===== config.mk =====
export PLATFORM = sky130hd
export DESIGN_NAME = mem_host_bridge
export DESIGN_NICKNAME = d
export VERILOG_FILES = /design/src/rtl/mem_host_bridge.sv
export SDC_FILE = /design/constraint.sdc
export NUM_CORES = 1
export LEC_CHECK = 0
export BUFFER_PORTS_ARGS = -buffer_cell sky130_fd_sc_hd__buf_2
export CAP_MARGIN = 5
export CORE_MARGIN = 4
export CORE_UTILIZATION = 50
export CTS_CLUSTER_SIZE = 12
export DETAILED_ROUTE_END_ITERATION = 6
export PLACE_DENSITY = 0.74
export SETUP_SLACK_MARGIN = 0.05
export SLEW_MARGIN = 20
export SYNTH_ARGS = -nofsm -noshare
export SYNTH_HDL_FRONTEND = slang
export SYNTH_SLANG_ARGS = --single-unit

===== constraint.sdc =====
create_clock -name CLK -period 2.5 [get_ports CLK]
set_clock_uncertainty 0.15 [all_clocks]
set_input_delay 0.625 -clock CLK [delete_from_list [all_inputs] [get_ports CLK]]
set_output_delay 0.625 -clock CLK [all_outputs]
set_load 0.005 [all_outputs]

===== src/rtl/mem_host_bridge.sv =====
// Host-side bridge for the processor data memory: loads an input image, runs the
// processor via START/DONE with an optional cycle timeout, then drains the results.
module mem_host_bridge #(
  parameter int ADDR_W      = 8,
  parameter int LOAD_BASE   = 0,
  parameter int LOAD_LEN    = 64,
  parameter int RESULT_BASE = 64,
  parameter int RESULT_LEN  = 8,
  parameter int TIMEOUT     = 4096
) (
  input  logic              CLK,
  input  logic              reset,
  input  logic              host_valid,
  input  logic [7:0]        host_data,
  output logic              host_ready,
  output logic              out_valid,
  output logic [7:0]        out_data,
  input  logic              out_ready,
  output logic              mem_own,
  output logic [ADDR_W-1:0] mem_addr,
  output logic [7:0]        mem_wdata,
  output logic              mem_we,
  output logic              mem_re,
  input  logic [7:0]        mem_rdata,
  output logic              START,
  input  logic              DONE,
  output logic              busy,
  output logic              timeout_err
);

  localparam int RUN_W = ($clog2(TIMEOUT) + 1 > 16) ? $clog2(TIMEOUT) + 1 : 16;

  localparam logic [ADDR_W-1:0] LD_LAST   = ADDR_W'(LOAD_LEN - 1);
  localparam logic [ADDR_W-1:0] RD_LAST   = ADDR_W'(RESULT_LEN - 1);
  localparam logic [ADDR_W-1:0] LD_BASE_A = ADDR_W'(LOAD_BASE);
  localparam logic [ADDR_W-1:0] RD_BASE_A = ADDR_W'(RESULT_BASE);
  localparam logic [RUN_W-1:0]  RUN_LAST  = RUN_W'((TIMEOUT == 0) ? 0 : TIMEOUT - 1);

  typedef enum logic [1:0] {
    S_LOAD,
    S_HOLD,
    S_RUN,
    S_DRAIN
  } state_t;

  state_t            state;
  logic [ADDR_W-1:0] ld_cnt;
  logic [ADDR_W-1:0] rd_cnt;
  logic [RUN_W-1:0]  run_cnt;

  // NOTE: sequential state uses non-blocking assignments so every register
  // samples the pre-edge values of the others.
  always_ff @(posedge CLK or posedge reset) begin
    if (reset) begin
      state       <= S_LOAD;
      ld_cnt      <= '0;
      rd_cnt      <= '0;
      run_cnt     <= '0;
      timeout_err <= 1'b0;
    end else begin
      unique case (state)
        S_LOAD: begin
          if (host_valid) begin
            if (ld_cnt == LD_LAST) begin
              ld_cnt <= '0;
              state  <= S_HOLD;
            end else begin
              ld_cnt <= ld_cnt + ADDR_W'(1);
            end
          end
        end
        S_HOLD: begin
          run_cnt     <= '0;
          timeout_err <= 1'b0;
          state       <= S_RUN;
        end
        S_RUN: begin
          if (run_cnt != '1) run_cnt <= run_cnt + RUN_W'(1);
          // DONE in the first RUN cycle may be stale from the previous run.
          if (run_cnt != '0 && DONE) begin
            rd_cnt <= '0;
            state  <= S_DRAIN;
          end else if (TIMEOUT != 0 && run_cnt == RUN_LAST) begin
            timeout_err <= 1'b1;
            rd_cnt      <= '0;
            state       <= S_DRAIN;
          end
        end
        S_DRAIN: begin
          if (out_ready) begin
            if (rd_cnt == RD_LAST) begin
              rd_cnt <= '0;
              state  <= S_LOAD;
            end else begin
              rd_cnt <= rd_cnt + ADDR_W'(1);
            end
          end
        end
        default: state <= S_LOAD;
      endcase
    end
  end

  // NOTE: every output gets a default before the case so no latch is inferred.
  always_comb begin
    START      = 1'b1;
    mem_own    = 1'b1;
    host_ready = 1'b0;
    mem_we     = 1'b0;
    mem_re     = 1'b0;
    out_valid  = 1'b0;
    out_data   = 8'h00;
    busy       = 1'b0;
    mem_addr   = '0;
    mem_wdata  = 8'h00;
    unique case (state)
      S_LOAD: begin
        // Reset gates the handshake directly so no write can slip through
        // while the asynchronous reset is still asserted.
        host_ready = !reset;
        mem_we     = host_valid && !reset;
        mem_addr   = LD_BASE_A + ld_cnt;
        mem_wdata  = host_data;
      end
      S_RUN: begin
        START   = 1'b0;
        mem_own = 1'b0;
        busy    = 1'b1;
      end
      S_DRAIN: begin
        mem_re    = 1'b1;
        out_valid = 1'b1;
        out_data  = mem_rdata;
        mem_addr  = RD_BASE_A + rd_cnt;
      end
      default: ;
    endcase
  end

endmodule

After elaboration in Yosys (flattened, before gate mapping)
Cells that the tools add are included.
- add/sub/neg operators: 4
- $mul: 0
- divide/modulo/power cells: 0
- $lt $le $gt $ge: 0
- equality and inequality tests: 15
- shift operators: 0
- multiplexer cells: 26
- bitwise logic cells: 0
- reduce and logical (&&, ||, !) cells: 12
- operators by type and width (cell ; count):
    two-way mux 8 bit ; 7
    case mux 16 bit (2 select lines) ; 1
    case mux 8 bit (2 select lines) ; 2
    adder 16 x 1 -> 16 bit (second input constant) ; 1
    adder 8 x 1 -> 8 bit (second input constant) ; 2
    == test 16 x 12 -> 1 bit (second input constant) ; 1
    two-way mux 16 bit ; 1
    != test 16 bit (second input constant) ; 1
    nonzero test 16 bit ; 1
    != test 2 bit (second input constant) ; 7
    two-way mux 2 bit ; 6
    adder 7 x 8 -> 8 bit (first input constant) ; 1
    == test 8 x 3 -> 1 bit (second input constant) ; 1
    == test 8 x 6 -> 1 bit (second input constant) ; 1
    case mux 2 bit (4 select lines) ; 1
    two-way mux 1 bit ; 7
    AND reduction 3 bit ; 2
    AND reduction 5 bit ; 1
    == test 2 bit (second input constant) ; 2
    AND reduction 2 bit ; 2
    nonzero test 2 bit ; 2
    != test 3 bit (second input constant) ; 1
    == test 2 x 1 -> 1 bit (second input constant) ; 1
    logical AND 1 bit ; 2
    3 further kinds ; 3
- register bits: 35
- bits in latches: 0
- memory bits (writable): 0
- bits in read-only memories: 0
- bits of input ports: 21
- output and inout bits: 32
- logic and storage cells: 62
- memories: 0

Depth between registers and ports, before layout
Gate-level depths: netlist of the first run.
- depth after elaboration: 4
- depth in mapped cells: 8
- mapped depth without buffers: 6

Worst setup path after synthesis of the first run
No wires, ideal clock.
- kind: flip-flop to flip-flop
- from: register state[0]
- to: register state[1]
- library setup time: 0.125 ns
- arrival: 1.864 ns
- data required time: 2.225 ns
- slack: 0.361 ns
- stages on the path, launching flop included: 8
- path buffers: 1
- period minus slack after synthesis: 2.139 ns
- cells stage by stage: dfrtp_1 -> inv_1 -> ha_1 -> nor4b_1 -> a41oi_1 -> clkbuf_1 -> o211ai_1 -> mux2_2
- longest elaborated chain between the ends: 3
- elaborated cells on any way between the ends: 11
- classes of those cells: 8 x eq/ne; 1 x mux; 2 x reduce/logical
- RTL lines (element ; RTL line ; source):
    start, declared ; 46 ; state_t state;
    start signal, assigned ; 55 ; state <= S_LOAD;
    start signal, assigned ; 66 ; state <= S_HOLD;
    start signal, assigned ; 75 ; state <= S_RUN;
    == test 2 bit or logical NOT 2 bit (tied branches) ; 61 ; unique case (state)
    != test 3 bit (no line) or != test 2 bit (tied branches) ; n/a ;
    AND reduction 5 bit (no line) ; n/a ;
Several ways; a longest one is shown, not always the timed one.
A chain may end at the register's enable or synchronous reset.

Worst setup path in the final report of the first run
- from: register state[0]
- to: register rd_cnt[3]
- longest elaborated chain between the ends: 3
- elaborated cells on any way between the ends: 7
- classes of those cells: 4 x eq/ne; 1 x mux; 2 x reduce/logical
- RTL lines (element ; RTL line ; source):
    == test 2 bit ; 61 ;
    != test 3 bit (no line) (tied with other cells) ; n/a ;
    AND reduction 3 bit (no line) ; n/a ;
    end signal, assigned ; 95 ; rd_cnt <= rd_cnt + ADDR_W'(1);
    end, declared ; 48 ; logic [ADDR_W-1:0] rd_cnt;
Several ways; a longest one is shown, not always the timed one.

==> results of run 1 <==
## cell usage after synthesis, types with 2 or more instances
| cell | count | area share [%] |
|---|---|---|
| nand3_1 | 11 | 2.3 |
| nor4_1 | 2 | 0.52 |
| xnor2_1 | 2 | 0.73 |
| nor2_1 | 18 | 2.8 |
| and2_1 | 17 | 4.4 |
| nand2b_1 | 2 | 0.52 |
| a211oi_1 | 3 | 0.93 |
| nor3_1 | 4 | 0.83 |
| and3_1 | 5 | 1.3 |
| nor4b_1 | 3 | 1.1 |
| a22oi_1 | 8 | 2.5 |
| buf_2 | 2 | 0.42 |
| o221ai_1 | 2 | 0.73 |
| or2_2 | 6 | 1.6 |
| inv_1 | 11 | 1.7 |
| o2bb2ai_1 | 3 | 1.1 |
| a21oi_1 | 6 | 1.2 |
| o31ai_1 | 3 | 0.93 |
| clkbuf_1 | 10 | 1.6 |
| o21ai_0 | 9 | 1.9 |
| mux2_2 | 2 | 0.93 |
| nand4_1 | 9 | 2.3 |
| a31oi_1 | 2 | 0.52 |
| or4_1 | 2 | 0.62 |
| mux2i_1 | 11 | 4.6 |
| ha_1 | 9 | 4.7 |
| and4_1 | 4 | 1.5 |
| nand2_1 | 40 | 6.2 |
| dfrtp_1 | 35 | 36 |
| buf_4 | 2 | 0.62 |
| nor3b_1 | 2 | 0.62 |
| o211ai_1 | 5 | 1.6 |
| xor2_1 | 2 | 0.73 |
## worst paths after layout
| kind | cells past startpoint | endpoint | startpoint |
|---|---|---|---|
| max | 7 | rd_cnt[3] | state[0] |
| min in group CLK | 2 | timeout_err | timeout_err |
| min | 3 | run_cnt[11] | reset |
| max reg2reg | 7 | rd_cnt[3] | state[0] |
| max in group asynchronous | 3 | run_cnt[15] | reset |
| min reg2reg | 2 | timeout_err | timeout_err |
## power groups by stage
stage | clock network (mW) | registers (mW) | logic (mW)
detailed placement | 0 | 0.775 | 1.23
finish | 0.537 | 0.767 | 1.23
CTS | 0.547 | 0.766 | 1.24
global placement | 0 | 0.771 | 1.20
floorplan | 0 | 0.742 | 0.871
global route | 0.573 | 0.782 | 1.38
## state kept, by name, summed over array words and instances, names as in the netlist
name and flops:
timeout_err 1, state 2, run_cnt 16, rd_cnt 8
ld_cnt 8
## cell usage in the layout (no fill, tap or decap), types with 2 or more instances in the layout
master	instances
buf_2	52
nand2_1	40
dfrtp_1	35
nor2_1	18
and2_1	17
buf_4	12
inv_1	11
mux2i_1	11
nand3_1	11
nand4_1	9
o21ai_0	9
ha_1	9
a22oi_1	8
a21oi_1	6
or2_2	6
clkbuf_8	6
and3_1	5
o211ai_1	5
and4_1	4
nor3_1	4
a211oi_1	3
o31ai_1	3
nor4b_1	3
o2bb2ai_1	3
or4_1	2
a31oi_1	2
xnor2_1	2
xor2_1	2
nor3b_1	2
nor4_1	2
nand2b_1	2
mux2_2	2
o221ai_1	2
## stage by stage
| stage | area, sq um | hold slack (ns) | power [mW] |
|---|---|---|---|
| after floorplan | 2409 | 0.3061 | 1.613 |
| after global placement | 2709 | 0.3103 | 1.975 |
| after detailed placement | 2709 | 0.3198 | 2.007 |
| after CTS | 2826 | 0.3053 | 2.556 |
| after global routing | 2826 | 0.3447 | 2.737 |
| final | 2826 | 0.2883 | 2.532 |
## final cells by class
cell class / count / area (sq um) / share of cell area (%)
Timing Repair Buffer: 64 / 350.3 / 12.39
Sequential cell: 35 / 875.8 / 30.99
Tap cell: 52 / 65.06 / 2.302
Inverter: 11 / 41.29 / 1.461
Multi-Input combinational cell: 211 / 1376 / 48.69
Clock buffer: 6 / 82.58 / 2.922
Clock inverter: 2 / 35.03 / 1.239
## cell families (layout without fill, tap and decap cells)
logic type | after synthesis | in the layout
AO/OA/AOI/OAI | 52 | 52
XOR/XNOR | 4 | 4
adder cells (fa/ha/maj) | 9 | 9
buffers and inverters | 29 | 83
flip-flops | 35 | 35
multiplexers | 13 | 13
AND/OR/NAND/NOR | 133 | 133
## worst min-delay path: cells and delay by family
family | cells | cell delay [ns]
buf+inv | 3 | 0.53
## layer usage
layer  vias to the layer above  global-route usage [%]  routed length [um]
met5                         -                       0                   0
met4                         0                   7.473                  49
met3                         7                   3.935                 307
met2                        74                   33.25                2858
met1                      1046                   26.75                2577
li1                       1105                       -                   -
==> run_results.csv, run 1 <==
group,metric,value,unit
clocking,htreeDepth,2,
worst_setup_path,cp_num_buf_inv,2,
synth,synth_xor_area_share,1.455,%
synth,ys.flop_type,"dfrtp_1",
detailed_routing,drc_errors,0,
synth,ys_types,56,
global_routing,grt_pass1_wl,9963,um
synth,synthAdderAreaFrac,4.675,%
worst_setup_path,crit_required,2.53,ns
worst_setup_path,rrSetupSlack,0.20,ns
sta,maxSlewViolCount,0,
detailed_routing,drtIter0Drc,116,
worst_setup_path,cp.arrival,2.34,ns
global_routing,overflow,0,
sta,fmax,433.9,MHz
place,gp_congestion,0.9071,
hold_path,hp-class,"in -> async",
sta,period_minus_slack,2.304,ns
detailed_routing,first_pass_iters,4,
synth,synthMuxAreaShare,5.506,%
cells_and_area,fin_nets,358,
detailed_routing,postRouteAntennaNets,0,
clocking,cts.repair.resized,0,
worst_setup_path,startpoint_type,"register",
clocking,cts_root_buffer,"clkbuf_8",
sta,hold_viol_final,0,
cells_and_area,postLayoutCoreUtil,62.75,%
global_routing,track_usage,20.30,%
die,ioPinCount,53,
cells_and_area,layout.cells.non_filler,381,
worst_setup_path,max_stage_delay,0.40,ns
place,dpl.cell_count,373,
sta,fin_ws,0.1955,ns
die,core_area,4504,sq um
synth,synth_nets,305,
clocking,post-cts-setup-buffer-count,0,
detailed_routing,routed_wl,5792,um
worst_setup_path,worst-setup-path-type,"reg -> reg",
power_and_ir_drop,seq_power_share,30.3,%
run,max-cap-violations,0,
power_and_ir_drop,ir_drop,0.0005209,V
global_routing,grt_max_degree,36,
place,place_ws,0.2138,ns
place,dp_hpwl,4333,um
die,design.die.area,5992,sq um
sta,fin_crit_sh,92.18,%
die,rows,24,
sta,rsz0062_at_grt,"false",
run_status,outcome,"complete, no violations",
synth,ys_ff_latch,35,
clocking,cts_hold_buf,0,
synth,yosysSeqAreaShare,36.36,%
synth,synth_top_family_by_area,"simple AND/OR/NAND/NOR gates",
synth,synth-edff-count,0,
clocking,path_clk_slew,0.07,ns
power_and_ir_drop,combPwrFrac,48.5,%
worst_setup_path,end_kind,"register",
synth,synthCells,275,
power_and_ir_drop,p_per_area,895.8,nW/um^2
synth,ys_warn_count,0,
clocking,clkLatencyLatePin,0.29,ns
clocking,cts_num_sinks,35,
die,start_util,53.47,%
detailed_routing,avgViaCountPerCell,5.858,
synth,avgSynthCellArea,8.758,sq um
cells_and_area,num-fill-cells,404,
synth,synthArstFlopShare,100.0,%
synth,netlist_area,2409,sq um
die,die_w,77.41,um
worst_setup_path,crit_path_top_delay_cell,"dfrtp_1",
global_routing,first_global_vias,2125,
global_routing,grt_antenna_before_repair,0,
power_and_ir_drop,p_leak,1.367,nW
synth,synth_compound_area_share,15.84,%
sta,setup_viol,0,
clocking,cts_tree,"built",
sta,worst_slew_pin_slew,0.5267,ns
worst_setup_path,crit_family,"simple AND/OR/NAND/NOR gates",
detailed_routing,wl_per_cell,15.20,um
synth,synth_simple_gate_area_share,29.66,%
place,io_buffer_count,52,
clocking,clk_path_buf_depth,2,
clocking,cts-buffers-inserted,5,
worst_setup_path,crit_fanout,7,
sta,tns,0,ns
power_and_ir_drop,power.switching,1.001,mW
power_and_ir_drop,internal_power,1.531,mW
detailed_routing,vias,2232,
cells_and_area,drive_gt1_share,26.75,%
power_and_ir_drop,clkPwrFrac,21.2,%
cells_and_area,antenna_cells,0,
power_and_ir_drop,p_sw_share,39.52,%
worst_setup_path,crit_path_cell_trace,"inv_1, ha_1, nor4b_1, a41oi_1, buf_4, or2_2, a32o_1",
cells_and_area,syn_to_final_growth,17.35,%
die,die_h,77.41,um
sta,max_slew_margin,64.43,%
(Power assumes the default switching activity.)
==> run 2, diff against run 1 <==
--- a/config.mk
+++ b/config.mk
@@ -5,6 +5,7 @@
 export SDC_FILE = /design/constraint.sdc
 export NUM_CORES = 1
 export LEC_CHECK = 0
+export ABC_AREA = 1
 export BUFFER_PORTS_ARGS = -buffer_cell sky130_fd_sc_hd__buf_2
 export CAP_MARGIN = 5
 export CORE_MARGIN = 4
@@ -13,7 +14,7 @@
 export DETAILED_ROUTE_END_ITERATION = 6
 export PLACE_DENSITY = 0.74
 export SETUP_SLACK_MARGIN = 0.05
-export SLEW_MARGIN = 20
+export SLEW_MARGIN = 10
 export SYNTH_ARGS = -nofsm -noshare
 export SYNTH_HDL_FRONTEND = slang
 export SYNTH_SLANG_ARGS = --single-unit
==> constraint.sdc (replaced) <==
create_clock -name CLK -period 2.7 [get_ports CLK]
set_clock_uncertainty 0.15 [all_clocks]
set_input_delay 0.675 -clock CLK [delete_from_list [all_inputs] [get_ports CLK]]
set_output_delay 0.675 -clock CLK [all_outputs]
set_load 0.005 [all_outputs]
==> run_results.csv, run 2 <==
group,metric,value,unit
place,gp_congestion,0.8531,
worst_setup_path,startpoint_type,"register",
sta,fmax,414.3,MHz
detailed_routing,first_pass_iters,4,
worst_setup_path,rrSetupSlack,0.58,ns
synth,yosysSeqAreaShare,35.16,%
global_routing,grt_pass1_wl,9680,um
clocking,post-cts-setup-buffer-count,0,
synth,ys_ff_latch,35,
global_routing,overflow,0,
cells_and_area,syn_to_final_growth,15.52,%
clocking,clkLatencyLatePin,0.29,ns
hold_path,hp-class,"in -> async",
synth,avgSynthCellArea,7.138,sq um
clocking,clk_path_buf_depth,2,
detailed_routing,wl_per_cell,11.87,um
cells_and_area,postLayoutCoreUtil,60.13,%
worst_setup_path,end_kind,"primary output",
clocking,cts-buffers-inserted,5,
die,die_h,78.59,um
synth,synthArstFlopShare,100.0,%
synth,synth_nets,379,
power_and_ir_drop,ir_drop,0.0004689,V
synth,ys.flop_type,"dfrtp_1",
global_routing,first_global_vias,2133,
detailed_routing,postRouteAntennaNets,0,
cells_and_area,layout_commonest_cell,"nand2_1",
worst_setup_path,cpMostUsedCell,"inv_1",
detailed_routing,vias,2254,
worst_setup_path,max_stage_delay,0.41,ns
clocking,cts_tree,"built",
detailed_routing,routed_wl,5568,um
synth,ys_types,31,
power_and_ir_drop,p_per_area,782.2,nW/um^2
synth,ys_top_cells_by_area,"dfrtp_1, nand2_1, inv_1",
clocking,cts_root_buffer,"clkbuf_8",
die,core_area,4786,sq um
run_status,outcome,"complete, no violations",
worst_setup_path,crit_path_end,"mem_own",
synth,ys_warn_count,0,
sta,rsz0062_at_grt,"false",
worst_setup_path,crit_path_cell_trace,"inv_1, ha_1, inv_1, buf_2",
worst_setup_path,crit_path_top_delay_cell,"dfrtp_1",
cells_and_area,largest_reg_flops,16,
die,die_w,78.59,um
synth,ys_top_cells_by_count,"nand2_1, inv_1, dfrtp_1",
worst_setup_path,reg2reg_to,"run_cnt[9]",
die,ioPinCount,53,
cells_and_area,top_register,"run_cnt",
die,start_util,52.05,%
worst_setup_path,r2r_start,"state[0]",
worst_setup_path,crit_fanout,13,
sta,hold_viol_final,0,
power_and_ir_drop,p_leak,1.582,nW
detailed_routing,drtIter0Drc,79,
synth,synthCells,349,
global_routing,grt_max_degree,36,
die,rows,25,
cells_and_area,reg_top3,"run_cnt x16, ld_cnt x8, rd_cnt x8",
clocking,cts_num_sinks,35,
sta,setup_viol,0,
worst_setup_path,worstRegToRegCells,8,
sta,tns,0,ns
cells_and_area,mostFrequentLayoutCells,"nand2_1, buf_2, inv_1",
place,io_buffer_count,52,
synth,synth_top_area_share,35.16,%
cells_and_area,num-fill-cells,460,
run,max-cap-violations,0,
cells_and_area,antenna_cells,0,
synth,synth_top_cell_by_area,"dfrtp_1",
synth,netlist_area,2491,sq um
sta,worst_slew_pin_slew,0.5117,ns
detailed_routing,avgViaCountPerCell,4.806,
cells_and_area,drive_gt1_share,23.88,%
global_routing,track_usage,19.40,%
worst_setup_path,cp.arrival,1.59,ns
place,dpl.cell_count,461,
power_and_ir_drop,finalPower,2.251,mW
sta,maxSlewViolCount,0,
sta,period_minus_slack,2.414,ns
clocking,path_clk_slew,0.08,ns
cells_and_area,layout.cells.non_filler,469,
synth,yosysMostFrequentCell,"nand2_1",
sta,max_slew_margin,65.85,%
worst_setup_path,worst-setup-path-type,"reg -> out",
global_routing,grt_antenna_before_repair,0,
sta,fin_crit_sh,89.40,%
worst_setup_path,crit_required,1.88,ns
detailed_routing,drc_errors,0,
cells_and_area,fin_nets,431,
sta,holdWs,0.3425,ns
worst_setup_path,cp-startpoint,"state[0]",
clocking,htreeDepth,2,
place,dp_hpwl,4194,um
synth,synth-edff-count,0,
die,design.die.area,6176,sq um
## run 2: changes by cell type after synthesis, sizes merged, moves of 8 or more
| cell | previous run | this run |
|---|---|---|
| nand2 | 40 | 112 |
| inv | 11 | 53 |
| and2 | 17 | 1 |
| nor2 | 18 | 33 |
| nand3 | 11 | 25 |
| o21ai | 9 | 23 |
| mux2i | 11 | 0 |
| a22oi | 8 | 0 |
## run 2: layer usage
metal  track usage (%)  wire [um]  vias to the layer above  share of wire [%]
met2             33.87       2737                       42                 49
met1             23.87       2549                     1018                 46
met5                 0          0                        -                  0
li1                  -          -                     1188                  -
met4             5.070         54                        0               0.97
met3             4.587        227                        6                4.1
## run 2: kinds of logic after synthesis
kind of cell               Yosys count  share of synthesized area [%]
DFF                                 35                          35.16
and+or+nand+nor                    188                          34.05
buffers and inverters               65                          11.00
xor gates and xnor gates            12                          4.219
adders and majority gates            9                          4.520
AOI/OAI and AO/OA                   39                          10.60
muxes                                1                         0.4520
## run 2: cell type report
type                    count  area [sq um]  share of cell area (%)
well taps                  67         83.83                   2.913
repair buffers             56         290.3                   10.09
multi-input cells         249          1344                   46.70
clock buffers               7         76.32                   2.652
inverters                  54         202.7                   7.043
clock inverters             1         5.005                  0.1739
flip-flops and latches     35         875.8                   30.43
## run 2: stage by stage
step	worst slack (ns)	cell area, sq um
global route	0.1586	2878
global placement	0.5566	2794
CTS	0.2028	2875
finish	0.2862	2878
floorplan	0.4806	2491
detailed placement	0.5227	2794
## run 2: what timing repair did
| item | CTS | global route |
|---|---|---|
| endpoints found under the hold margin | 0 | 0 |
| hold buffers | 0 | 0 |
| endpoints found under the setup margin | 0 | 1 |
| gates resized for setup | 0 | 1 |
## run 2: how the worst min path moves through the flow
stage / start / to / slack, ns / cells past startpoint
floorplan: ld_cnt[7] / ld_cnt[7] / 0.32 / 1
global placement: timeout_err / timeout_err / 0.32 / 2
detailed placement: timeout_err / timeout_err / 0.34 / 2
CTS: reset / timeout_err / 0.36 / 3
global route: timeout_err / timeout_err / 0.38 / 2
finish: reset / timeout_err / 0.34 / 3
## run 2: worst max-delay path: cells and delay by family, from the launching register on
kind	cells	cell delay (ns)
buffers and inverters	3	0.68
DFF	1	0.41
adders and majority gates	1	0.21
## run 2: report_power, final
part | total [mW] | leakage (nW) | switching (mW) | internal, mW
combinational | 1.14 | 1.07 | 0.730 | 0.412
sequential | 0.734 | 0.466 | 0.114 | 0.620
clock | 0.375 | 0.0422 | 0.194 | 0.181
